**src/rtl/can_mc_if_pkg.sv**
```systemverilog
// ----------------------------------------------------------------------------
// can_mc_if_pkg
// Shared types and constants for the CAN controller microcontroller interface:
// write FSM state encoding, writable register map, bus widths and the bit
// positions inside the sticky error status.
// ----------------------------------------------------------------------------
package can_mc_if_pkg;

   localparam int unsigned ADDR_W      = 6;
   localparam int unsigned DATA_W      = 32;
   localparam int unsigned BE_W        = 4;
   localparam int unsigned NUM_WR_REGS = 20;
   localparam int unsigned ERR_W       = 2;
   localparam int unsigned TO_CNT_W    = 8;

   // Error status bit positions
   localparam int unsigned ERR_BIT_ADDR    = 0;
   localparam int unsigned ERR_BIT_TIMEOUT = 1;

   // Writable map; 0x02 (status) and 0x03 (interrupt) are read-only
   localparam logic [ADDR_W-1:0] WR_ADDR_CTRL   = 6'h00;
   localparam logic [ADDR_W-1:0] WR_ADDR_CMD    = 6'h01;
   localparam logic [ADDR_W-1:0] WR_ADDR_BLK_LO = 6'h04;
   localparam logic [ADDR_W-1:0] WR_ADDR_BLK_HI = 6'h13;

   typedef enum logic [2:0] {
      ST_IDLE     = 3'd0,
      ST_STROBE   = 3'd1,
      ST_WAIT_ACK = 3'd2,
      ST_DONE     = 3'd3,
      ST_ERR      = 3'd4
   } wr_state_e;

   // True when the address may be written by the microcontroller
   function automatic logic is_wr_addr(input logic [ADDR_W-1:0] addr);
      return (addr == WR_ADDR_CTRL) || (addr == WR_ADDR_CMD) ||
             ((addr >= WR_ADDR_BLK_LO) && (addr <= WR_ADDR_BLK_HI));
   endfunction

endpackage

```
**src/rtl/can_write_channel_if.sv**
```systemverilog
// ----------------------------------------------------------------------------
// can_write_channel_if
// Write-channel bundle between rtc_mc_if (request side), the write channel and
// the register file (select/data/strobe/ack side).
//   slave  : the write channel (consumes i_*, drives o_*)
//   master : requester / register file model (drives i_*, observes o_*)
// ----------------------------------------------------------------------------
interface can_write_channel_if;
   import can_mc_if_pkg::*;

   logic                   i_wr_en;
   logic [ADDR_W-1:0]      i_addr;
   logic [DATA_W-1:0]      i_wr_data;
   logic [BE_W-1:0]        i_byte_en;
   logic                   i_ack;
   logic                   i_err_clr;
   logic                   o_busy;
   logic [NUM_WR_REGS-1:0] o_wr_dec_addr;
   logic [DATA_W-1:0]      o_reg_w_data;
   logic [BE_W-1:0]        o_byte_en;
   logic                   o_wr_strobe;
   logic                   o_done;
   logic                   o_err;
   logic [ERR_W-1:0]       o_err_status;

   modport slave (
      input  i_wr_en, i_addr, i_wr_data, i_byte_en, i_ack, i_err_clr,
      output o_busy, o_wr_dec_addr, o_reg_w_data, o_byte_en, o_wr_strobe,
             o_done, o_err, o_err_status
   );

   modport master (
      output i_wr_en, i_addr, i_wr_data, i_byte_en, i_ack, i_err_clr,
      input  o_busy, o_wr_dec_addr, o_reg_w_data, o_byte_en, o_wr_strobe,
             o_done, o_err, o_err_status
   );
endinterface

```
**src/rtl/can_wr_addr_decoder.sv**
```systemverilog
// ----------------------------------------------------------------------------
// can_wr_addr_decoder
// Combinational decode of a register address into a one-hot write select.
//   addr       in  6   register address
//   sel_c      out 20  one-hot select, bit n = address n (all-zero if not writable)
//   writable_c out 1   address is in the writable map
// ----------------------------------------------------------------------------
module can_wr_addr_decoder
   import can_mc_if_pkg::*;
(
   input  logic [ADDR_W-1:0]      addr,
   output logic [NUM_WR_REGS-1:0] sel_c,
   output logic                   writable_c
);

   // Read-only and out-of-range addresses produce no select bit
   always_comb begin
      writable_c = is_wr_addr(addr);
      sel_c      = '0;
      for (int unsigned n = 0; n < NUM_WR_REGS; n++) begin
         sel_c[n] = writable_c && (addr == ADDR_W'(n));
      end
   end

endmodule

```
**src/rtl/can_write_channel.sv**
```systemverilog
// ----------------------------------------------------------------------------
// can_write_channel
// Accepts one register write at a time, validates it against the writable map,
// issues a one-cycle strobe with one-hot select/data/byte enables to the
// register file, waits for its ack and reports done or error.
// Ports:
//   i_clk    in  clock, rising edge
//   i_reset  in  synchronous active-high reset
//   bus      slave modport of can_write_channel_if (request, register file
//            and status signals; all outputs registered)
// Parameter:
//   ACK_TIMEOUT  WAIT_ACK cycles before a timeout error (1..255)
// Build option:
//   CAN_WR_TIMEOUT_EN  when defined, builds the ack timeout counter and
//                      o_err_status[1]; otherwise WAIT_ACK waits forever.
// ----------------------------------------------------------------------------
module can_write_channel
   import can_mc_if_pkg::*;
#(
   parameter int unsigned ACK_TIMEOUT = 15
) (
   input  logic                i_clk,
   input  logic                i_reset,
   can_write_channel_if.slave  bus
);

   if ((ACK_TIMEOUT < 1) || (ACK_TIMEOUT > (2 ** TO_CNT_W) - 1)) begin : g_bad_ack_timeout
      $error("ACK_TIMEOUT must be in 1..255");
   end

   wr_state_e              state;
   logic [NUM_WR_REGS-1:0] dec_sel_c;
   logic                   dec_writable_c;

`ifdef CAN_WR_TIMEOUT_EN
   // Compare against count-1: the counter value seen in the last WAIT_ACK cycle
   localparam logic [TO_CNT_W-1:0] TO_LAST = TO_CNT_W'(ACK_TIMEOUT - 1);
   logic [TO_CNT_W-1:0] to_cnt;
`endif

   // Decoded select is captured into o_wr_dec_addr on acceptance
   can_wr_addr_decoder u_dec (
      .addr       (bus.i_addr),
      .sel_c      (dec_sel_c),
      .writable_c (dec_writable_c)
   );

   // Write FSM with registered outputs
   always_ff @(posedge i_clk) begin
      if (i_reset) begin
         state              <= ST_IDLE;
         bus.o_busy         <= 1'b0;
         bus.o_wr_dec_addr  <= '0;
         bus.o_reg_w_data   <= '0;
         bus.o_byte_en      <= '0;
         bus.o_wr_strobe    <= 1'b0;
         bus.o_done         <= 1'b0;
         bus.o_err          <= 1'b0;
         bus.o_err_status   <= '0;
`ifdef CAN_WR_TIMEOUT_EN
         to_cnt             <= '0;
`endif
      end else begin
         bus.o_wr_strobe <= 1'b0;
         bus.o_done      <= 1'b0;
         bus.o_err       <= 1'b0;
         // Clear first so that a set later in this block wins
         if (bus.i_err_clr) begin
            bus.o_err_status <= '0;
         end
`ifndef CAN_WR_TIMEOUT_EN
         bus.o_err_status[ERR_BIT_TIMEOUT] <= 1'b0;
`endif

         case (state)
            ST_IDLE: begin
               if (bus.i_wr_en) begin
                  bus.o_reg_w_data <= bus.i_wr_data;
                  bus.o_byte_en    <= bus.i_byte_en;
                  bus.o_busy       <= 1'b1;
                  if (dec_writable_c && (bus.i_byte_en != '0)) begin
                     state             <= ST_STROBE;
                     bus.o_wr_strobe   <= 1'b1;
                     bus.o_wr_dec_addr <= dec_sel_c;
                  end else begin
                     state                          <= ST_ERR;
                     bus.o_err                      <= 1'b1;
                     bus.o_err_status[ERR_BIT_ADDR] <= 1'b1;
                  end
               end
            end

            ST_STROBE: begin
               if (bus.i_ack) begin
                  state             <= ST_DONE;
                  bus.o_done        <= 1'b1;
                  bus.o_wr_dec_addr <= '0;
               end else begin
                  state <= ST_WAIT_ACK;
`ifdef CAN_WR_TIMEOUT_EN
                  to_cnt <= '0;
`endif
               end
            end

            ST_WAIT_ACK: begin
               // Ack takes priority over a coincident timeout
               if (bus.i_ack) begin
                  state             <= ST_DONE;
                  bus.o_done        <= 1'b1;
                  bus.o_wr_dec_addr <= '0;
               end
`ifdef CAN_WR_TIMEOUT_EN
               else if (to_cnt == TO_LAST) begin
                  state                             <= ST_ERR;
                  bus.o_err                         <= 1'b1;
                  bus.o_wr_dec_addr                 <= '0;
                  bus.o_err_status[ERR_BIT_TIMEOUT] <= 1'b1;
               end else begin
                  to_cnt <= to_cnt + TO_CNT_W'(1);
               end
`endif
            end

            ST_DONE, ST_ERR: begin
               state      <= ST_IDLE;
               bus.o_busy <= 1'b0;
            end

            default: begin
               state             <= ST_IDLE;
               bus.o_busy        <= 1'b0;
               bus.o_wr_dec_addr <= '0;
            end
         endcase
      end
   end

endmodule

```
**src/flat_wrapper.sv**
```systemverilog
// flat-port wrapper written by rule: the top's interface ports become plain ports
module can_write_channel_flat import can_mc_if_pkg::*;
#(
   parameter int unsigned ACK_TIMEOUT = 15
)
  (i_clk, i_reset, bus_i_wr_en, bus_i_addr, bus_i_wr_data, bus_i_byte_en, bus_i_ack, bus_i_err_clr, bus_o_busy, bus_o_wr_dec_addr, bus_o_reg_w_data, bus_o_byte_en, bus_o_wr_strobe, bus_o_done, bus_o_err, bus_o_err_status);
  can_write_channel_if bus_i ();
  input  logic i_clk;
  input  logic i_reset;
  input wire logic [$bits(bus_i.i_wr_en)-1:0] bus_i_wr_en;
  input wire logic [$bits(bus_i.i_addr)-1:0] bus_i_addr;
  input wire logic [$bits(bus_i.i_wr_data)-1:0] bus_i_wr_data;
  input wire logic [$bits(bus_i.i_byte_en)-1:0] bus_i_byte_en;
  input wire logic [$bits(bus_i.i_ack)-1:0] bus_i_ack;
  input wire logic [$bits(bus_i.i_err_clr)-1:0] bus_i_err_clr;
  output wire logic [$bits(bus_i.o_busy)-1:0] bus_o_busy;
  output wire logic [$bits(bus_i.o_wr_dec_addr)-1:0] bus_o_wr_dec_addr;
  output wire logic [$bits(bus_i.o_reg_w_data)-1:0] bus_o_reg_w_data;
  output wire logic [$bits(bus_i.o_byte_en)-1:0] bus_o_byte_en;
  output wire logic [$bits(bus_i.o_wr_strobe)-1:0] bus_o_wr_strobe;
  output wire logic [$bits(bus_i.o_done)-1:0] bus_o_done;
  output wire logic [$bits(bus_i.o_err)-1:0] bus_o_err;
  output wire logic [$bits(bus_i.o_err_status)-1:0] bus_o_err_status;
  assign bus_i.i_wr_en = bus_i_wr_en;
  assign bus_i.i_addr = bus_i_addr;
  assign bus_i.i_wr_data = bus_i_wr_data;
  assign bus_i.i_byte_en = bus_i_byte_en;
  assign bus_i.i_ack = bus_i_ack;
  assign bus_i.i_err_clr = bus_i_err_clr;
  assign bus_o_busy = bus_i.o_busy;
  assign bus_o_wr_dec_addr = bus_i.o_wr_dec_addr;
  assign bus_o_reg_w_data = bus_i.o_reg_w_data;
  assign bus_o_byte_en = bus_i.o_byte_en;
  assign bus_o_wr_strobe = bus_i.o_wr_strobe;
  assign bus_o_done = bus_i.o_done;
  assign bus_o_err = bus_i.o_err;
  assign bus_o_err_status = bus_i.o_err_status;
  can_write_channel #(.ACK_TIMEOUT(ACK_TIMEOUT)) u_core (.i_clk(i_clk), .i_reset(i_reset), .bus(bus_i));
endmodule
```
**config.mk**
```make
export PLATFORM = sky130hd
export DESIGN_NAME = can_write_channel_flat
export DESIGN_NICKNAME = d
export VERILOG_FILES = /design/src/rtl/can_mc_if_pkg.sv /design/src/rtl/can_write_channel_if.sv /design/src/rtl/can_wr_addr_decoder.sv /design/src/rtl/can_write_channel.sv /design/src/flat_wrapper.sv
export SDC_FILE = /design/constraint.sdc
export NUM_CORES = 1
export LEC_CHECK = 0
export ABC_AREA = 1
export CAP_MARGIN = 20
export CELL_PAD_IN_SITES_DETAIL_PLACEMENT = 1
export CELL_PAD_IN_SITES_GLOBAL_PLACEMENT = 2
export CORE_MARGIN = 8
export CORE_UTILIZATION = 24
export CTS_BUF_LIST = sky130_fd_sc_hd__clkbuf_16
export CTS_CLUSTER_DIAMETER = 60
export DETAILED_ROUTE_END_ITERATION = 6
export MAX_ROUTING_LAYER = met4
export PLACE_DENSITY = 0.8
export SKIP_CTS_REPAIR_TIMING = 1
export SLEW_MARGIN = 20
export SYNTH_ARGS = -nofsm -noshare
export SYNTH_HDL_FRONTEND = slang
export SYNTH_SLANG_ARGS = --single-unit
```
**constraint.sdc**
```tcl
create_clock -name i_clk -period 2.6 [get_ports i_clk]
set_input_delay 0.52 -clock i_clk [delete_from_list [all_inputs] [get_ports i_clk]]
set_output_delay 0.52 -clock i_clk [all_outputs]
set_load 0.02 [all_outputs]
```
==> flow_metrics.tcl, run 1 <==
set metrics [dict create \
    min_from "u_core.bus.o_wr_dec_addr[2]$_SDFFE_PP0P_" \
    placed_cells 604 \
    synthArstFlopShare_pct 0 \
    worst_pin_slew_ps 629 \
    cts_tree "done" \
    clock_skew_ps 4.45 \
    rr_startpoint "u_core.state[0]$_SDFFE_PP0P_" \
    grt_pass1_wl_microns 15500 \
    rsz0062_at_grt "false" \
    gp_congestion 0.830 \
    clkTransAtPathRegs_ps 50 \
    final_antenna_net_count 0 \
    reg2reg_depth 7 \
    layout_commonest_cell "nor2_1" \
    timing.max_cap.violations 0 \
    cts_buffer_depth 2 \
    crit_fanout 26 \
    synth_cell_types 26 \
    final_max_slew_viol_count 0 \
    finalHoldViolCount 0 \
    start_util_pct 24.5 \
    area_growth_pct 57.4 \
    hold_depth 2 \
    synth-seq-cells 64 \
    drc 0 \
    antenna_cells 0 \
    finish.cell_count_without_fillers 620 \
    synthFlopType "dfxtp_1" \
    ys.warnings.count 0 \
    n_fill_cell 1331 \
    die_w_microns 121 \
    cts_root_buffer "clkbuf_16" \
    grt_pass1_vias 3031 \
    critPathArrivalTime_ps 2160 \
    wirelength_microns 9300 \
    hp-class "reg2reg" \
    core_sq_um 10800 \
    grt_max_degree 37 \
    clock_latency_ps 330 \
    fmax_mhz 517 \
    vias_per_cell 4.41 \
    path_cells "clkdlybuf4s50_1 > inv_2 > nand2_2 > nand2_2 > nand4_2 > nand2_4 > nand2_4 > nor2_1 > nor2_1" \
    rrSetupSlack_ps 1050 \
    max-slew-margin-rel_pct 58.0 \
    worst-setup-path-type "in2reg" \
    grt.overflow.total 0 \
    final_cell_mix "nor2_1, clkdlybuf4s50_1, dfxtp_1, nand2_1, o21ai_0" \
    cts.sinks 64 \
    vias 2735 \
    postLayoutCoreUtil_pct 38.6 \
    crit_buf_inv 2 \
    post-route-period-util_pct 74.4 \
    end_kind "flop" \
    dieHeight_microns 121 \
    fin_nets 522 \
    syn_nets 417 \
    setup_tns_ps 0 \
    htree_levels 3 \
    first_iter_violations 137 \
    powerDensity_nw_per_um2 810 \
    required_ps 2820 \
    rows 38 \
    drive_gt1_share_pct 8.13 \
    hpwlAfterDp_microns 6870 \
    fin_crit_ps 1930 \
    ir_drop_mv 0.349 \
    synth-edff-count 0 \
    worstSetupStartpointType "input port" \
    wire_per_inst_microns 15.0 \
    outcome "completed" \
    cts_buffers 9 \
    antenna_found_initial 0 \
    r2r_end "u_core.bus.o_wr_dec_addr[9]$_SDFFE_PP0P_" \
    slowest_delay_ps 510 \
    firstDrtPassIters 4 \
    port_buffers 107 \
    die_area_sq_um 14700 \
    cp_top_family "simple AND/OR/NAND/NOR gates" \
    critPathSlowestCell "clkdlybuf4s50_1" \
    ys_seq_area_share_pct 48.2 \
    finalPower_mw 3.39 \
    p_leak_nw 1.69 \
    min_to "u_core.bus.o_wr_dec_addr[2]$_SDFFE_PP0P_" \
    ios 109 \
    setup_violations 0 \
    syn_avg_cell_area_sq_um 7.19 \
    syn-instance-count 370 \
    grt_usage_pct 13.7 \
    synth_area_sq_um 2660 \
]
-- cells by family (layout without fill, tap and decap cells) --
kind of cell	count (synthesis)	after routing	synth area share [%]
and+or+nand+nor	208	208	33.2
DFF	64	64	48.2
AOI/OAI and AO/OA	58	58	11.5
buffers and inverters	39	149	6.92
other	1	1	0.141
-- synth_stat cells (2+ instances only) --
cell      count  area, sq um
nand2_1      41          154
nand3b_1      2         15.0
buf_6         2         22.5
nor2_4        2         22.5
nand2_2       5         31.3
a21oi_1      15         75.1
nand3_1      27          135
o22ai_1       2         12.5
o21ai_0      36          180
buf_2         6         30.0
clkbuf_1      7         26.3
inv_2         6         22.5
nand2_4       2         22.5
dfxtp_1      64         1280
o21ai_1       3         15.0
nor2_1      122          458
buf_4         4         30.0
nor3_1        4         20.0
inv_1        13         48.8
-- worst max-delay path by stage --
stage               cells after the start  slack (ps)     startpoint                                         to
global placement                        9         430  bus_i_addr[2]  u_core.bus.o_wr_dec_addr[13]$_SDFFE_PP0P_
CTS                                     9         650  bus_i_addr[2]   u_core.bus.o_wr_dec_addr[5]$_SDFFE_PP0P_
global route                           10         460  bus_i_addr[2]  u_core.bus.o_wr_dec_addr[14]$_SDFFE_PP0P_
floorplan                               8        1180    bus_i_wr_en  u_core.bus.o_wr_dec_addr[13]$_SDFFE_PP0P_
detailed placement                      9         340  bus_i_addr[2]   u_core.bus.o_wr_dec_addr[5]$_SDFFE_PP0P_
finish                                  9         670  bus_i_addr[2]   u_core.bus.o_wr_dec_addr[5]$_SDFFE_PP0P_
-- through the flow --
stage / hold slack, ps / area, sq um / setup WS [ps]
4_1_cts: 448 / 4190 / 649
3_3_place_gp: 442 / 3840 / 426
5_1_grt: 469 / 4190 / 458
6_report: 443 / 4190 / 665
2_1_floorplan: 514 / 2660 / 1180
3_5_place_dp: 439 / 3840 / 342
-- cell type report --
cell class	instances	area, sq um	area share [%]
repair buffers	113	1120	26.7
clock inverters	7	119	2.84
inverters	20	75.1	1.79
clock buffers	9	225	5.38
flip-flops and latches	64	1280	30.6
multi-input cells	267	1190	28.5
well taps	140	175	4.19
-- flip-flops by register name, indices dropped and copies added (netlist names) --
| register | count |
|---|---|
| u_core.bus.o_reg_w_data | 32 |
| u_core.bus.o_busy | 1 |
| u_core.bus.o_byte_en | 4 |
| u_core.bus.o_err | 1 |
| u_core.bus.o_err_status | 1 |
| u_core.bus.o_wr_dec_addr | 20 |
| u_core.bus.o_wr_strobe | 1 |
| u_core.bus.o_done | 1 |
| u_core.state | 3 |
-- metal layers --
layer	routed length (microns)	up-vias	track usage, %
met5	0	-	-
met4	122	0	4.86
met3	740	11	5.21
met2	4330	78	21.5
met1	4110	1255	15.6
li1	-	1391	-
-- worst min-delay path, cell delays in order, from the launching register on --
cell,delay (ps)
dfxtp_1,310
nand2_1,60
nor2_1,30
-- power by group --
| group | switching, mW | total, mW | internal (mW) |
|---|---|---|---|
| registers | 0.0604 | 1.16 | 1.10 |
| clock network | 0.460 | 1.40 | 0.938 |
| logic | 0.478 | 0.835 | 0.357 |
No activity file was read; power rests on OpenSTA's default activity.
==> run 2, diff against run 1 <==
--- a/config.mk
+++ b/config.mk
@@ -10,12 +10,12 @@
 export CELL_PAD_IN_SITES_DETAIL_PLACEMENT = 1
 export CELL_PAD_IN_SITES_GLOBAL_PLACEMENT = 2
 export CORE_MARGIN = 8
-export CORE_UTILIZATION = 24
+export CORE_UTILIZATION = 22
 export CTS_BUF_LIST = sky130_fd_sc_hd__clkbuf_16
 export CTS_CLUSTER_DIAMETER = 60
 export DETAILED_ROUTE_END_ITERATION = 6
 export MAX_ROUTING_LAYER = met4
-export PLACE_DENSITY = 0.8
+export PLACE_DENSITY = 0.74
 export SKIP_CTS_REPAIR_TIMING = 1
 export SLEW_MARGIN = 20
 export SYNTH_ARGS = -nofsm -noshare
==> constraint.sdc (replaced) <==
create_clock -name i_clk -period 2 [get_ports i_clk]
set_input_delay 0.4 -clock i_clk [delete_from_list [all_inputs] [get_ports i_clk]]
set_output_delay 0.4 -clock i_clk [all_outputs]
set_load 0.02 [all_outputs]
==> flow_metrics.tcl, run 2 (same netlist as run 1, synthesis figures left out) <==
set metrics [dict create \
    grt.overflow.total 0 \
    cts_root_buffer "clkbuf_16" \
    reg.largest.list "u_core.bus.o_reg_w_data (32), u_core.bus.o_wr_dec_addr (20), u_core.bus.o_byte_en (4)" \
    cts.sinks 64 \
    p_leak_nw 1.70 \
    first_iter_violations 110 \
    clkPwrFrac_pct 36.2 \
    hpwlAfterDp_microns 6940 \
    crit_fanout 2 \
    die_w_microns 126 \
    place_ws_ps 27.6 \
    worst-setup-path-type "reg2out" \
    placed_cells 616 \
    wirelength_microns 9280 \
    grt_pass1_vias 2991 \
    cts_buffers 9 \
    clock_skew_ps 6.95 \
    fin_crit_ps 1720 \
    worst_slack_ps 284 \
    port_buffers 107 \
    drc 0 \
    largest_reg_flops 32 \
    top_register "u_core.bus.o_reg_w_data" \
    seq_power_share_pct 36.5 \
    antenna_cells 0 \
    cts_buffer_depth 2 \
    hp-class "reg2reg" \
    gp_congestion 0.846 \
    final_max_slew_viol_count 0 \
    final_cell_mix "nor2_1, clkdlybuf4s50_1, dfxtp_1, nand2_1, o21ai_0" \
    outcome "completed" \
    setup_violations 0 \
    firstDrtPassIters 4 \
    powerDensity_nw_per_um2 981 \
    ios 109 \
    die_area_sq_um 15900 \
    vias_per_cell 4.36 \
    final_antenna_net_count 0 \
    dieHeight_microns 126 \
    start_util_pct 22.3 \
    wire_per_inst_microns 14.7 \
    p_sw_mw 1.25 \
    core_sq_um 11900 \
    rsz0062_at_grt "false" \
    slowest_delay_ps 650 \
    htree_levels 3 \
    finish.cell_count_without_fillers 630 \
    layout_commonest_cell "nor2_1" \
    finalHoldViolCount 0 \
    grt_usage_pct 12.3 \
    grt_pass1_wl_microns 15200 \
    rows 40 \
    intPower_mw 2.86 \
    area_growth_pct 57.6 \
    critPathArrivalTime_ps 1320 \
    vias 2749 \
    worstSetupStartpointType "flop" \
    max-slew-margin-rel_pct 58.2 \
    p_comb_share_pct 27.3 \
    timing.max_cap.violations 0 \
    critPathSlowestCell "clkdlybuf4s50_1" \
    n_fill_cell 1450 \
    clock_latency_ps 330 \
    netSwitchingFraction_pct 30.4 \
    drive_gt1_share_pct 8.49 \
    crit_buf_inv 1 \
    post-route-period-util_pct 85.8 \
    multi_input_area_sq_um 1190 \
    fin_nets 527 \
    setup_tns_ps 0 \
    clkTransAtPathRegs_ps 50 \
    end_kind "output pin" \
    fmax_mhz 583 \
    worst_pin_slew_ps 626 \
    regArea_sq_um 1280 \
    grt_max_degree 37 \
    path_cells "clkdlybuf4s50_1" \
    ir_drop_mv 0.365 \
    required_ps 1600 \
    cp_top_family "buffers and inverters" \
    cts_tree "done" \
    antenna_found_initial 0 \
]
[run 2: through the flow]
step	hold WS (ps)	cell area [sq um]	utilization, %	total power, mW
global placement	430	3910	32.8	2.65
finish	444	4190	35.2	4.11
CTS	446	4190	35.2	4.19
floorplan	514	2660	-	2.13
detailed placement	437	3910	32.8	2.67
global route	459	4190	35.2	4.35
[run 2: routing by layer]
layer  up-vias  share of wire, %  global-route usage [%]
met1      1253                43                    12.6
li1       1397                 -                       -
met3        13                11                    7.38
met5         -                 0                       -
met4         0               1.1                    3.61
met2        86                45                    19.6
[run 2: final cells by class]
class	count	area share [%]
multi-input combinational	267	28.5
clock inverter	5	1.22
tap	147	4.39
inverter	20	1.79
timing repair buffer	118	28.1
sequential	64	30.6
clock buffer	9	5.38
[run 2: path summary, 6_finish.rpt]
check	from	to	slack, ps	cells past startpoint
max	u_core.bus.o_err_status[0]$_SDFF_PP0_	bus_o_err_status[0]	280	1
min	u_core.bus.o_wr_dec_addr[2]$_SDFFE_PP0P_	u_core.bus.o_wr_dec_addr[2]$_SDFFE_PP0P_	440	2
max reg2reg	u_core.state[0]$_SDFFE_PP0P_	u_core.bus.o_reg_w_data[29]$_SDFFE_PP0P_	470	6
min reg2reg	u_core.bus.o_wr_dec_addr[2]$_SDFFE_PP0P_	u_core.bus.o_wr_dec_addr[2]$_SDFFE_PP0P_	440	2
[run 2: power by group through the flow]
| stage | combinational [mW] | sequential (mW) | clock [mW] |
|---|---|---|---|
| floorplan | 0.441 | 1.69 | 0 |
| detailed placement | 1.14 | 1.53 | 0 |
| global placement | 1.13 | 1.52 | 0 |
| global route | 1.23 | 1.52 | 1.60 |
| finish | 1.12 | 1.50 | 1.49 |
| CTS | 1.15 | 1.50 | 1.54 |
==> run 3, diff against run 2 <==
--- a/config.mk
+++ b/config.mk
@@ -6,6 +6,7 @@
 export NUM_CORES = 1
 export LEC_CHECK = 0
 export ABC_AREA = 1
+export ABC_CLOCK_PERIOD_IN_PS = 2000
 export CAP_MARGIN = 20
 export CELL_PAD_IN_SITES_DETAIL_PLACEMENT = 1
 export CELL_PAD_IN_SITES_GLOBAL_PLACEMENT = 2
@@ -14,7 +15,6 @@
 export CTS_BUF_LIST = sky130_fd_sc_hd__clkbuf_16
 export CTS_CLUSTER_DIAMETER = 60
 export DETAILED_ROUTE_END_ITERATION = 6
-export MAX_ROUTING_LAYER = met4
 export PLACE_DENSITY = 0.74
 export SKIP_CTS_REPAIR_TIMING = 1
 export SLEW_MARGIN = 20
==> flow_metrics.tcl, run 3 (same netlist as run 1, synthesis figures left out) <==
set metrics [dict create \
    outcome "completed" \
    critPathArrivalTime_ps 1320 \
    dieHeight_microns 126 \
    fin_crit_ps 1720 \
    crit_fanout 2 \
    final_antenna_net_count 0 \
    vias_per_cell 4.37 \
    max-slew-margin-rel_pct 57.8 \
    final_cell_mix "nor2_1, clkdlybuf4s50_1, dfxtp_1, nand2_1, o21ai_0" \
    fin_nets 527 \
    wire_per_inst_microns 14.8 \
    cts_root_buffer "clkbuf_16" \
    crit_buf_inv 1 \
    rsz0062_at_grt "false" \
    finalPower_mw 4.11 \
    post-route-period-util_pct 85.8 \
    grt.overflow.total 0 \
    cts_tree "done" \
    gp_congestion 0.833 \
    drive_gt1_share_pct 8.49 \
    first_iter_violations 113 \
    firstDrtPassIters 4 \
    postLayoutCoreUtil_pct 35.2 \
    layout_commonest_cell "nor2_1" \
    final_max_slew_viol_count 0 \
    grt_usage_pct 12.0 \
    largest_reg_flops 32 \
    powerDensity_nw_per_um2 981 \
    die_area_sq_um 15900 \
    die_w_microns 126 \
    cts_buffer_depth 2 \
    clkTransAtPathRegs_ps 50 \
    worst_pin_slew_ps 632 \
    htree_levels 3 \
    setup_tns_ps 0 \
    p_leak_nw 1.70 \
    fmax_mhz 582 \
    drc 0 \
    core_sq_um 11900 \
    finalHoldViolCount 0 \
    area_growth_pct 57.6 \
    slowest_delay_ps 650 \
    placed_cells 616 \
    cp_top_family "buffers and inverters" \
    vias 2750 \
    grt_pass1_vias 2999 \
    rows 40 \
    hpwlAfterDp_microns 6940 \
    cts.sinks 64 \
    timing.max_cap.violations 0 \
    end_kind "output pin" \
    critPathSlowestCell "clkdlybuf4s50_1" \
    reg.largest.list "u_core.bus.o_reg_w_data (32), u_core.bus.o_wr_dec_addr (20), u_core.bus.o_byte_en (4)" \
    ir_drop_mv 0.366 \
    antenna_found_initial 0 \
    start_util_pct 22.3 \
    required_ps 1600 \
    wirelength_microns 9310 \
    cts_buffers 9 \
    clock_latency_ps 330 \
    hp-class "reg2reg" \
    top_register "u_core.bus.o_reg_w_data" \
    worstSetupStartpointType "flop" \
    worst-setup-path-type "reg2out" \
    hold_depth 2 \
    worst-path-stages 1 \
    path_cells "clkdlybuf4s50_1" \
    grt_pass1_wl_microns 15200 \
    reg2reg_depth 6 \
    clock_skew_ps 7.50 \
    finish.cell_count_without_fillers 630 \
    whs_ps 444 \
    port_buffers 107 \
    grt_max_degree 37 \
    antenna_cells 0 \
    setup_violations 0 \
    ios 109 \
]
-- run 3: per-stage QoR --
step | area [sq um] | setup slack, ps
after global routing | 4190 | 228
after floorplan | 2660 | 697
after CTS | 4190 | 262
after detailed placement | 3910 | 27.6
after global placement | 3910 | 95.5
final | 4190 | 283
-- run 3: power by group --
group | leakage [nW] | total, mW | internal, mW | switching [mW]
Combinational | 1.04 | 1.12 | 0.494 | 0.628
Clock | 0.140 | 1.49 | 0.940 | 0.546
Sequential | 0.528 | 1.50 | 1.43 | 0.0754
Total | 1.70 | 4.11 | 2.86 | 1.25
-- run 3: cell type report --
type	instances	area, sq um
clock inverters	5	51.3
repair buffers	118	1180
flip-flops and latches	64	1280
fillers	1450	7720
multi-input cells	267	1190
inverters	20	75.1
clock buffers	9	225
well taps	147	184
-- run 3: metal layers --
metal / vias to the layer above / global-route usage [%] / share of wire, %
li1: 1396 / - / -
met1: 1260 / 11.9 / 41
met2: 84 / 19.7 / 45
met3: 10 / 8.31 / 13
met4: 0 / 3.61 / 1.2
met5: - / 0 / 0
-- run 3: final timing paths --
check	startpoint	endpoint	slack (ps)
worst min-delay path	u_core.bus.o_wr_dec_addr[2]$_SDFFE_PP0P_	u_core.bus.o_wr_dec_addr[2]$_SDFFE_PP0P_	440
worst max register to register	u_core.state[0]$_SDFFE_PP0P_	u_core.bus.o_reg_w_data[29]$_SDFFE_PP0P_	470
worst max-delay path	u_core.bus.o_err_status[0]$_SDFF_PP0_	bus_o_err_status[0]	280
worst min register to register	u_core.bus.o_wr_dec_addr[2]$_SDFFE_PP0P_	u_core.bus.o_wr_dec_addr[2]$_SDFFE_PP0P_	440
-- run 3: worst min-delay path: cells and delay by family (launching register included) --
kind | cells | cell delay [ps]
AND/OR/NAND/NOR | 2 | 90
flip-flops | 1 | 310
